[src/rtl/text_pixel_render.sv]
// Final text-path stage: pairs delayed glyph controls with the font-ROM row and drives registered RGB/syncs.
// Optional TEXT_BLINK_EN macro adds a vsync-driven blink counter that blanks lit glyph pixels.
`timescale 1ns/1ps

module text_pixel_render #(
    parameter int ROM_LATENCY  = 1,
    parameter int COLOR_W      = 4,
    parameter int BLINK_FRAMES = 30
) (
    input  logic                 clk,
    input  logic                 rst_n,
    input  logic                 enable_in,
    input  logic [2:0]           offset_x_in,
    input  logic [7:0]           rom_data,
    input  logic                 hsync_in,
    input  logic                 vsync_in,
    input  logic                 video_on_in,
    input  logic [3*COLOR_W-1:0] fg_color,
    input  logic [3*COLOR_W-1:0] bg_color,
    input  logic                 blink_req,
    output logic [3*COLOR_W-1:0] rgb_out,
    output logic                 hsync_out,
    output logic                 vsync_out,
    output logic                 video_on_out,
    output logic                 pixel_on
);

    localparam int Depth = (ROM_LATENCY < 1) ? 1 : ROM_LATENCY;

    generate
        if (ROM_LATENCY < 1 || ROM_LATENCY > 2) begin : g_bad_rom_latency
            $error("text_pixel_render: ROM_LATENCY must be 1 or 2");
        end
    endgenerate

    logic [Depth-1:0] enPipe_q;
    logic [Depth-1:0] hsPipe_q;
    logic [Depth-1:0] vsPipe_q;
    logic [Depth-1:0] vonPipe_q;
    logic [2:0]       offPipe_q [Depth];

    logic                 blankPhase;
    logic                 romBit;
    logic                 lit;
    logic [3*COLOR_W-1:0] rgb_d, rgb_q;
    logic                 pixOn_d, pixOn_q;
    logic                 hs_q, vs_q, von_q;

    // Control pipeline matching the ROM read latency; syncs idle high.
    always_ff @(posedge clk or negedge rst_n) begin
        if (!rst_n) begin
            enPipe_q  <= '0;
            hsPipe_q  <= '1;
            vsPipe_q  <= '1;
            vonPipe_q <= '0;
            for (int i = 0; i < Depth; i++) offPipe_q[i] <= 3'd0;
        end else begin
            enPipe_q[0]  <= enable_in;
            hsPipe_q[0]  <= hsync_in;
            vsPipe_q[0]  <= vsync_in;
            vonPipe_q[0] <= video_on_in;
            offPipe_q[0] <= offset_x_in;
            for (int i = 1; i < Depth; i++) begin
                enPipe_q[i]  <= enPipe_q[i-1];
                hsPipe_q[i]  <= hsPipe_q[i-1];
                vsPipe_q[i]  <= vsPipe_q[i-1];
                vonPipe_q[i] <= vonPipe_q[i-1];
                offPipe_q[i] <= offPipe_q[i-1];
            end
        end
    end

`ifdef TEXT_BLINK_EN
    localparam int FrameW = (BLINK_FRAMES > 1) ? $clog2(BLINK_FRAMES) : 1;

    logic [FrameW-1:0] frame_q, frame_d;
    logic              blinkPhase_q, blinkPhase_d;
    logic              vsyncPrev_q;
    logic              vsyncFall;

    always_comb begin
        frame_d      = frame_q;
        blinkPhase_d = blinkPhase_q;
        vsyncFall    = vsyncPrev_q & ~vsync_in;
        if (vsyncFall) begin
            if (frame_q == FrameW'(BLINK_FRAMES - 1)) begin
                frame_d      = '0;
                blinkPhase_d = ~blinkPhase_q;
            end else begin
                frame_d = frame_q + 1'b1;
            end
        end
    end

    always_ff @(posedge clk or negedge rst_n) begin
        if (!rst_n) begin
            frame_q      <= '0;
            blinkPhase_q <= 1'b0;
            vsyncPrev_q  <= 1'b1;
        end else begin
            frame_q      <= frame_d;
            blinkPhase_q <= blinkPhase_d;
            vsyncPrev_q  <= vsync_in;
        end
    end

    assign blankPhase = blink_req & blinkPhase_q;
`else
    localparam int unusedBlinkFrames = BLINK_FRAMES;
    logic unusedBlinkReq;
    assign unusedBlinkReq = blink_req;
    assign blankPhase     = 1'b0;
`endif

    // The ROM bit only matters when the cell is enabled, so an X row cannot leak into rgb.
    always_comb begin
        romBit = rom_data[3'd7 - offPipe_q[Depth-1]];
        lit    = 1'b0;
        if (enPipe_q[Depth-1]) lit = romBit & ~blankPhase;
        rgb_d = '0;
        if (vonPipe_q[Depth-1]) rgb_d = lit ? fg_color : bg_color;
        pixOn_d = vonPipe_q[Depth-1] & lit;
    end

    always_ff @(posedge clk or negedge rst_n) begin
        if (!rst_n) begin
            rgb_q   <= '0;
            pixOn_q <= 1'b0;
            hs_q    <= 1'b1;
            vs_q    <= 1'b1;
            von_q   <= 1'b0;
        end else begin
            rgb_q   <= rgb_d;
            pixOn_q <= pixOn_d;
            hs_q    <= hsPipe_q[Depth-1];
            vs_q    <= vsPipe_q[Depth-1];
            von_q   <= vonPipe_q[Depth-1];
        end
    end

    assign rgb_out      = rgb_q;
    assign pixel_on     = pixOn_q;
    assign hsync_out    = hs_q;
    assign vsync_out    = vs_q;
    assign video_on_out = von_q;

endmodule

[config.mk]
export PLATFORM = sky130hd
export DESIGN_NAME = text_pixel_render
export DESIGN_NICKNAME = d
export VERILOG_FILES = /design/src/rtl/text_pixel_render.sv
export SDC_FILE = /design/constraint.sdc
export NUM_CORES = 1
export LEC_CHECK = 0
export CAP_MARGIN = 5
export CORE_AREA = 2 2 51 53
export DETAILED_ROUTE_END_ITERATION = 8
export DIE_AREA = 0 0 53 55
export DONT_BUFFER_PORTS = 1
export MAX_ROUTING_LAYER = met4
export SLEW_MARGIN = 20
export SYNTH_ARGS = -nofsm -noshare
export SYNTH_HDL_FRONTEND = slang
export SYNTH_SLANG_ARGS = --single-unit
[constraint.sdc]
create_clock -name clk -period 2.35 [get_ports clk]
set_input_delay 0.235 -clock clk [delete_from_list [all_inputs] [get_ports clk]]
set_output_delay 0.235 -clock clk [all_outputs]
set_load 0.005 [all_outputs]
==> results_dict.tcl, run 1 <==
set metrics [dict create \
    status "complete, no violations" \
    regArea_um2 581 \
    first_pass_iters 3 \
    clock_sinks 23 \
    dieWidth_um 53 \
    route.detailed.drc 0 \
    period_needed_ns 1.85 \
    dpl-instance-area_um2 921 \
    yosys.area_share.simple 0.117 \
    synth_compound_area_frac 0.0289 \
    p_total_w 0.000699 \
    hold_class "input pin to register" \
    setup_viol 0 \
    clock_path_buffers 2 \
    synthCells 73 \
    crit_chain "mux4_2 -> o2111ai_4 -> mux2i_1" \
    clkTransAtPathRegs_ns 0.14 \
    end_kind "register" \
    grt_use_total 0.119 \
    dp_cells 99 \
    synth_area_um2 910 \
    ant_nets 0 \
    slew_viol_final 0 \
    start_kind "register" \
    io_buffers 0 \
    multi_input_area_um2 295 \
    synth_area_per_cell_um2 12.5 \
    arrival_ns 2.07 \
    core_area_mm2 0.00236 \
    critical_path_class "register to register" \
    min_period_over_period 0.785 \
    gr-total-overflow 0 \
    synth_top_area_frac 0.523 \
    yosysSeqAreaShare 0.638 \
    cts_made_buffers 3 \
    vdd_drop_max_mv 0.307 \
    synth_top_flop_cell "dfrtp_1" \
    skew_ns 0.00653 \
    post_cts_buffers 0 \
    synth_seq_cells 23 \
    cpMaxStageDelayCell "mux4_2" \
    fin_nets 125 \
    fmaxAchievable_mhz 542 \
    worst_pin_slew_ns 0.699 \
    drv_cap 0 \
    synth.most_common_cell "nand2_1" \
    post_drt_wl_per_cell_um 13.9 \
    netlist_top_cells_area "dfrtp_1 (52%), mux2i_1 (15%), dfstp_2 (12%)" \
    final-instance-count-excl-fill 112 \
    relSlewSlack 0.534 \
    drive_gt1_frac 0.134 \
    num_vias 547 \
    synthMuxAreaShare 0.179 \
    cp_top_family "multiplexers" \
    initialDrtViolationCount 3 \
    grt_max_degree 27 \
    dieArea_mm2 0.00292 \
    synth_xor_area_frac 0 \
    rows 18 \
    syn2layout_area_growth_pct 13.9 \
    synth_top_family_by_area "multiplexers" \
    antenna_found_initial 0 \
    vias_per_cell 4.88 \
    cts_max_level 1 \
    fp.dieH_um 55 \
    routed_wirelength_um 1550 \
    p_leak_nw 0.516 \
    slowest_delay_ns 0.55 \
    gp_congestion 0.625 \
    rsz0062_at_grt "false" \
    pin_count 58 \
    start_util 0.385 \
    critPathRequiredTime_ns 2.58 \
    ys.warnings.count 0 \
    cts_tree "built" \
    tns_ns 0 \
    root_buffer "clkbuf_4" \
    synth_fp_nets 115 \
    crit_fanout 13 \
    ys_types 11 \
    finalHoldViolCount 0 \
    synth_commonest_cells "nand2_1 (25), dfrtp_1 (19), mux2i_1 (14)" \
    n_antenna_cell 0 \
    synth_top_area_cell "dfrtp_1" \
    synth-adder-area-share 0 \
    post-route-cell-area_mm2 0.00104 \
    powerDensity_mw_per_mm2 674 \
    async_reset_ff_frac 1.00 \
    cp_num_buf_inv 0 \
    synth_edf_count 0 \
    grt_first_pass_wirelength_um 2370 \
    first_global_vias 557 \
    fill_cells 237 \
    clock_latency_ns 0.31 \
]
[per-stage QoR]
stage / hold slack (ns) / util / worst slack (ns)
2_1_floorplan: -0.0606 / - / 0.730
3_3_place_gp: -0.0602 / 0.389 / 0.528
3_5_place_dp: -0.0603 / 0.389 / 0.503
4_1_cts: 0.0301 / 0.436 / 0.469
5_1_grt: 0.0293 / 0.438 / 0.411
6_report: 0.0443 / 0.438 / 0.504
[power by group]
group | total, W | switching (W) | internal, W
combinational | 0.0000664 | 0.0000314 | 0.0000350
clock | 0.000187 | 0.000122 | 0.0000647
sequential | 0.000446 | 0.0000203 | 0.000425
total | 0.000699 | 0.000174 | 0.000525
[timing repair]
action	4_1_cts	5_1_grt
hold endpoints to repair	30	19
gates resized for setup	0	0
hold buffers	8	1
[cell usage in the layout (no fill, tap or decap)]
| cell | instances |
|---|---|
| clkbuf_4 | 3 |
| nand3_1 | 1 |
| dlygate4sd3_1 | 8 |
| inv_1 | 2 |
| nand2_1 | 25 |
| dfstp_2 | 4 |
| nor2_1 | 2 |
| clkinvlp_4 | 1 |
| mux2i_1 | 14 |
| o2111ai_4 | 1 |
| dfrtp_1 | 19 |
| mux4_2 | 1 |
| buf_2 | 1 |
[flip-flops by register name, indices dropped and copies added (netlist names)]
name,cells
rgb_out,12
offPipe_q,3
enPipe_q,1
hsPipe_q,1
hsync_out,1
pixel_on,1
video_on_out,1
vonPipe_q,1
vsPipe_q,1
vsync_out,1
[cells by family (layout without fill, tap and decap cells)]
kind of cell           after synthesis  after routing
and+or+nand+nor                     28             28
muxes                               15             15
DFF                                 23             23
buffers and inverters                6             15
AOI/OAI and AO/OA                    1              1
[final cells by class]
| type | instances | area share |
|---|---|---|
| Tap cell | 30 | 0.0362 |
| Sequential cell | 23 | 0.560 |
| Clock inverter | 1 | 0.00725 |
| Timing Repair Buffer | 9 | 0.0821 |
| Inverter | 2 | 0.00725 |
| Clock buffer | 3 | 0.0217 |
| Multi-Input combinational cell | 44 | 0.285 |
[path summary, 6_finish.rpt]
kind | startpoint | to | slack (ns) | cells past startpoint
max | offPipe_q[0]$_DFF_PN0_ | rgb_out[1]$_DFF_PN0_ | 0.50 | 3
min | fg_color[5] | rgb_out[5]$_DFF_PN0_ | 0.04 | 2
max reg2reg | offPipe_q[0]$_DFF_PN0_ | rgb_out[1]$_DFF_PN0_ | 0.50 | 3
min reg2reg | hsPipe_q$_DFF_PN1_ | hsync_out$_DFF_PN1_ | 0.37 | 0
max in group asynchronous | rst_n | hsync_out$_DFF_PN1_ | 1.59 | 2
min in group asynchronous | rst_n | rgb_out[3]$_DFF_PN0_ | 0.40 | 2
[routing by layer]
metal,track usage,part of all wire,vias up
li1,-,-,252
met1,0.141,0.36,257
met2,0.194,0.50,36
met3,0.0323,0.13,2
met4,0.0513,0.0058,0
met5,-,0,-
Power figures use the tool's default switching activity.
==> inputs of run 2 (changes only) <==
Settings changed: ABC_AREA set to 1, CORE_AREA 2 2 51 53 to 2 2 56 58, DIE_AREA 0 0 53 55 to 0 0 58 60.
Clock period 2.35 ns to 1.63 ns, I/O delays scaled along.
==> run 2 against run 1 <==
Net effect:
- synthesized area up 20%
- power rose by 48%
- cell count up 62%
- die area rose by 19%
- combinational power up 120%
- worst setup slack worse by 0.28 ns
- clock skew shrank 0.00068 ns
- utilization down 1.3 points
==> results_dict.tcl, run 2 <==
set metrics [dict create \
    status "complete, no violations" \
    ant_nets 0 \
    drv_cap 0 \
    grt_max_degree 24 \
    grt_first_pass_wirelength_um 3360 \
    gp_congestion 0.744 \
    p_leak_nw 0.745 \
    synth_area_per_cell_um2 7.98 \
    fp.dieH_um 60 \
    period_needed_ns 1.41 \
    first_global_vias 802 \
    synth.most_common_cell "inv_1" \
    hold_class "input pin to register" \
    start_util 0.377 \
    routed_wirelength_um 2200 \
    fill_cells 315 \
    min_period_over_period 0.862 \
    final_cell_mix "inv_1 (39), nand2_1 (31), dfrtp_1 (19)" \
    post-route-cell-area_mm2 0.00123 \
    first_pass_iters 4 \
    multi_input_area_um2 312 \
    end_kind "register" \
    fin_nets 191 \
    synth_fp_nets 179 \
    synth_seq_cells 23 \
    route.detailed.drc 0 \
    setup_viol 0 \
    vdd_drop_max_mv 0.328 \
    synth_area_mm2 0.00109 \
    crit_fanout 13 \
    clock_sinks 23 \
    start_kind "register" \
    ys_types 16 \
    gr-total-overflow 0 \
    cts_made_buffers 3 \
    initialDrtViolationCount 10 \
    post_drt_wl_per_cell_um 12.1 \
    synthCells 137 \
    antenna_found_initial 0 \
    pin_count 58 \
    grt_use_total 0.134 \
    rows 20 \
    n_antenna_cell 0 \
    place_ws_ns 0.200 \
    core_area_mm2 0.00290 \
    async_reset_ff_frac 1.00 \
    cts_tree "built" \
    hpwlAfterDp_um 1660 \
    num_vias 830 \
    clkTransAtPathRegs_ns 0.12 \
    netlist_top_cells_area "dfrtp_1 (43%), inv_1 (13%), nand2_1 (11%)" \
    dieWidth_um 58 \
    largest_register_ff_count 12 \
    cts_max_level 1 \
    synth_commonest_cells "inv_1 (39), nand2_1 (31), dfrtp_1 (19)" \
    rsz0062_at_grt "false" \
    root_buffer "clkbuf_4" \
    critPathRequiredTime_ns 1.87 \
    synth_edf_count 0 \
    arrival_ns 1.65 \
    tns_ns 0 \
    vias_per_cell 4.59 \
    p_total_w 0.00103 \
    regArea_um2 581 \
    finalHoldViolCount 0 \
    fmaxAchievable_mhz 711 \
    ys.warnings.count 0 \
    dpl-instance-area_mm2 0.00112 \
    slew_viol_final 0 \
    clock_path_buffers 2 \
    yosysSeqAreaShare 0.531 \
    clock_latency_ns 0.30 \
    dieArea_mm2 0.00348 \
    worst_pin_slew_ns 0.504 \
    skew_ns 0.00585 \
    synth_top_area_cell "dfrtp_1" \
    final_common_cell "inv_1" \
    synth_top_area_frac 0.435 \
    synth_top_flop_cell "dfrtp_1" \
    drive_gt1_frac 0.108 \
    relSlewSlack 0.664 \
    powerDensity_mw_per_mm2 836 \
    syn2layout_area_growth_pct 12.8 \
    critical_path_class "register to register" \
    fin_ws_ns 0.224 \
    io_buffers 0 \
    cts-resized-gates 0 \
]
run 2: cell count changes after synthesis, moves of 4 or more:
cell and change:
mux2i_1 -14, inv_1 +37, nand4_1 +12, nand2_1 +6, nor2_1 +13, clkinv_1 +4
run 2: critical path: stages (launching register included):
cell and delay (ns):
dfrtp_1 0.45, inv_2 0.09, or2_0 0.10, nand2_1 0.08, nand3b_4 0.09, nand3_2 0.23
nand2_1 0.14, clkinv_1 0.06, nor2_1 0.09
run 2: per-layer routing:
metal	routed length (um)	global-route usage	part of all wire	vias to the layer above
met5	0	-	0	-
li1	-	-	-	414
met2	1200	0.245	0.55	29
met3	86	0.0173	0.039	0
met4	0	0.0698	0	0
met1	906	0.140	0.41	387
run 2: area by class of cell:
cell class	instances	area share
tap	33	0.0335
timing repair buffer	12	0.0872
clock buffer	3	0.0183
sequential	23	0.471
multi-input combinational	65	0.253
clock inverter	1	0.00406
inverter	44	0.134
run 2: cells by family after synthesis:
group / count (synthesis) / share of synthesized area
DFF: 23 / 0.531
and+or+nand+nor: 65 / 0.285
buffers and inverters: 49 / 0.184
run 2: where the power goes:
group / total, W / leakage (nW) / internal (W) / switching [W]
logic: 0.000145 / 0.449 / 0.0000597 / 0.0000849
registers: 0.000638 / 0.279 / 0.000612 / 0.0000258
clock network: 0.000249 / 0.0177 / 0.0000914 / 0.000157
total: 0.00103 / 0.745 / 0.000763 / 0.000268
run 2: path summary, 6_finish.rpt:
kind	slack (ns)	to	depth (start not counted)	start
max	0.22	rgb_out[9]$_DFF_PN0_	8	offPipe_q[0]$_DFF_PN0_
min	0.02	rgb_out[10]$_DFF_PN0_	4	bg_color[10]
max reg2reg	0.22	rgb_out[9]$_DFF_PN0_	8	offPipe_q[0]$_DFF_PN0_
min reg2reg	0.36	vsync_out$_DFF_PN1_	0	vsPipe_q$_DFF_PN1_
max in group asynchronous	0.90	vsPipe_q$_DFF_PN1_	2	rst_n
min in group asynchronous	0.37	vonPipe_q$_DFF_PN0_	2	rst_n
run 2: what timing repair did:
item                      in CTS  in global routing
setup buffers                  0                  0
hold endpoints to repair      30                 19
hold buffers                   8                  1
run 2: per-stage QoR:
stage	utilization	hold WS, ns	instances
2_1_floorplan	-	-0.133	137
3_3_place_gp	0.386	-0.132	168
3_5_place_dp	0.386	-0.132	168
4_1_cts	0.423	0.00646	180
5_1_grt	0.425	0.0183	181
6_report	0.425	0.0225	181
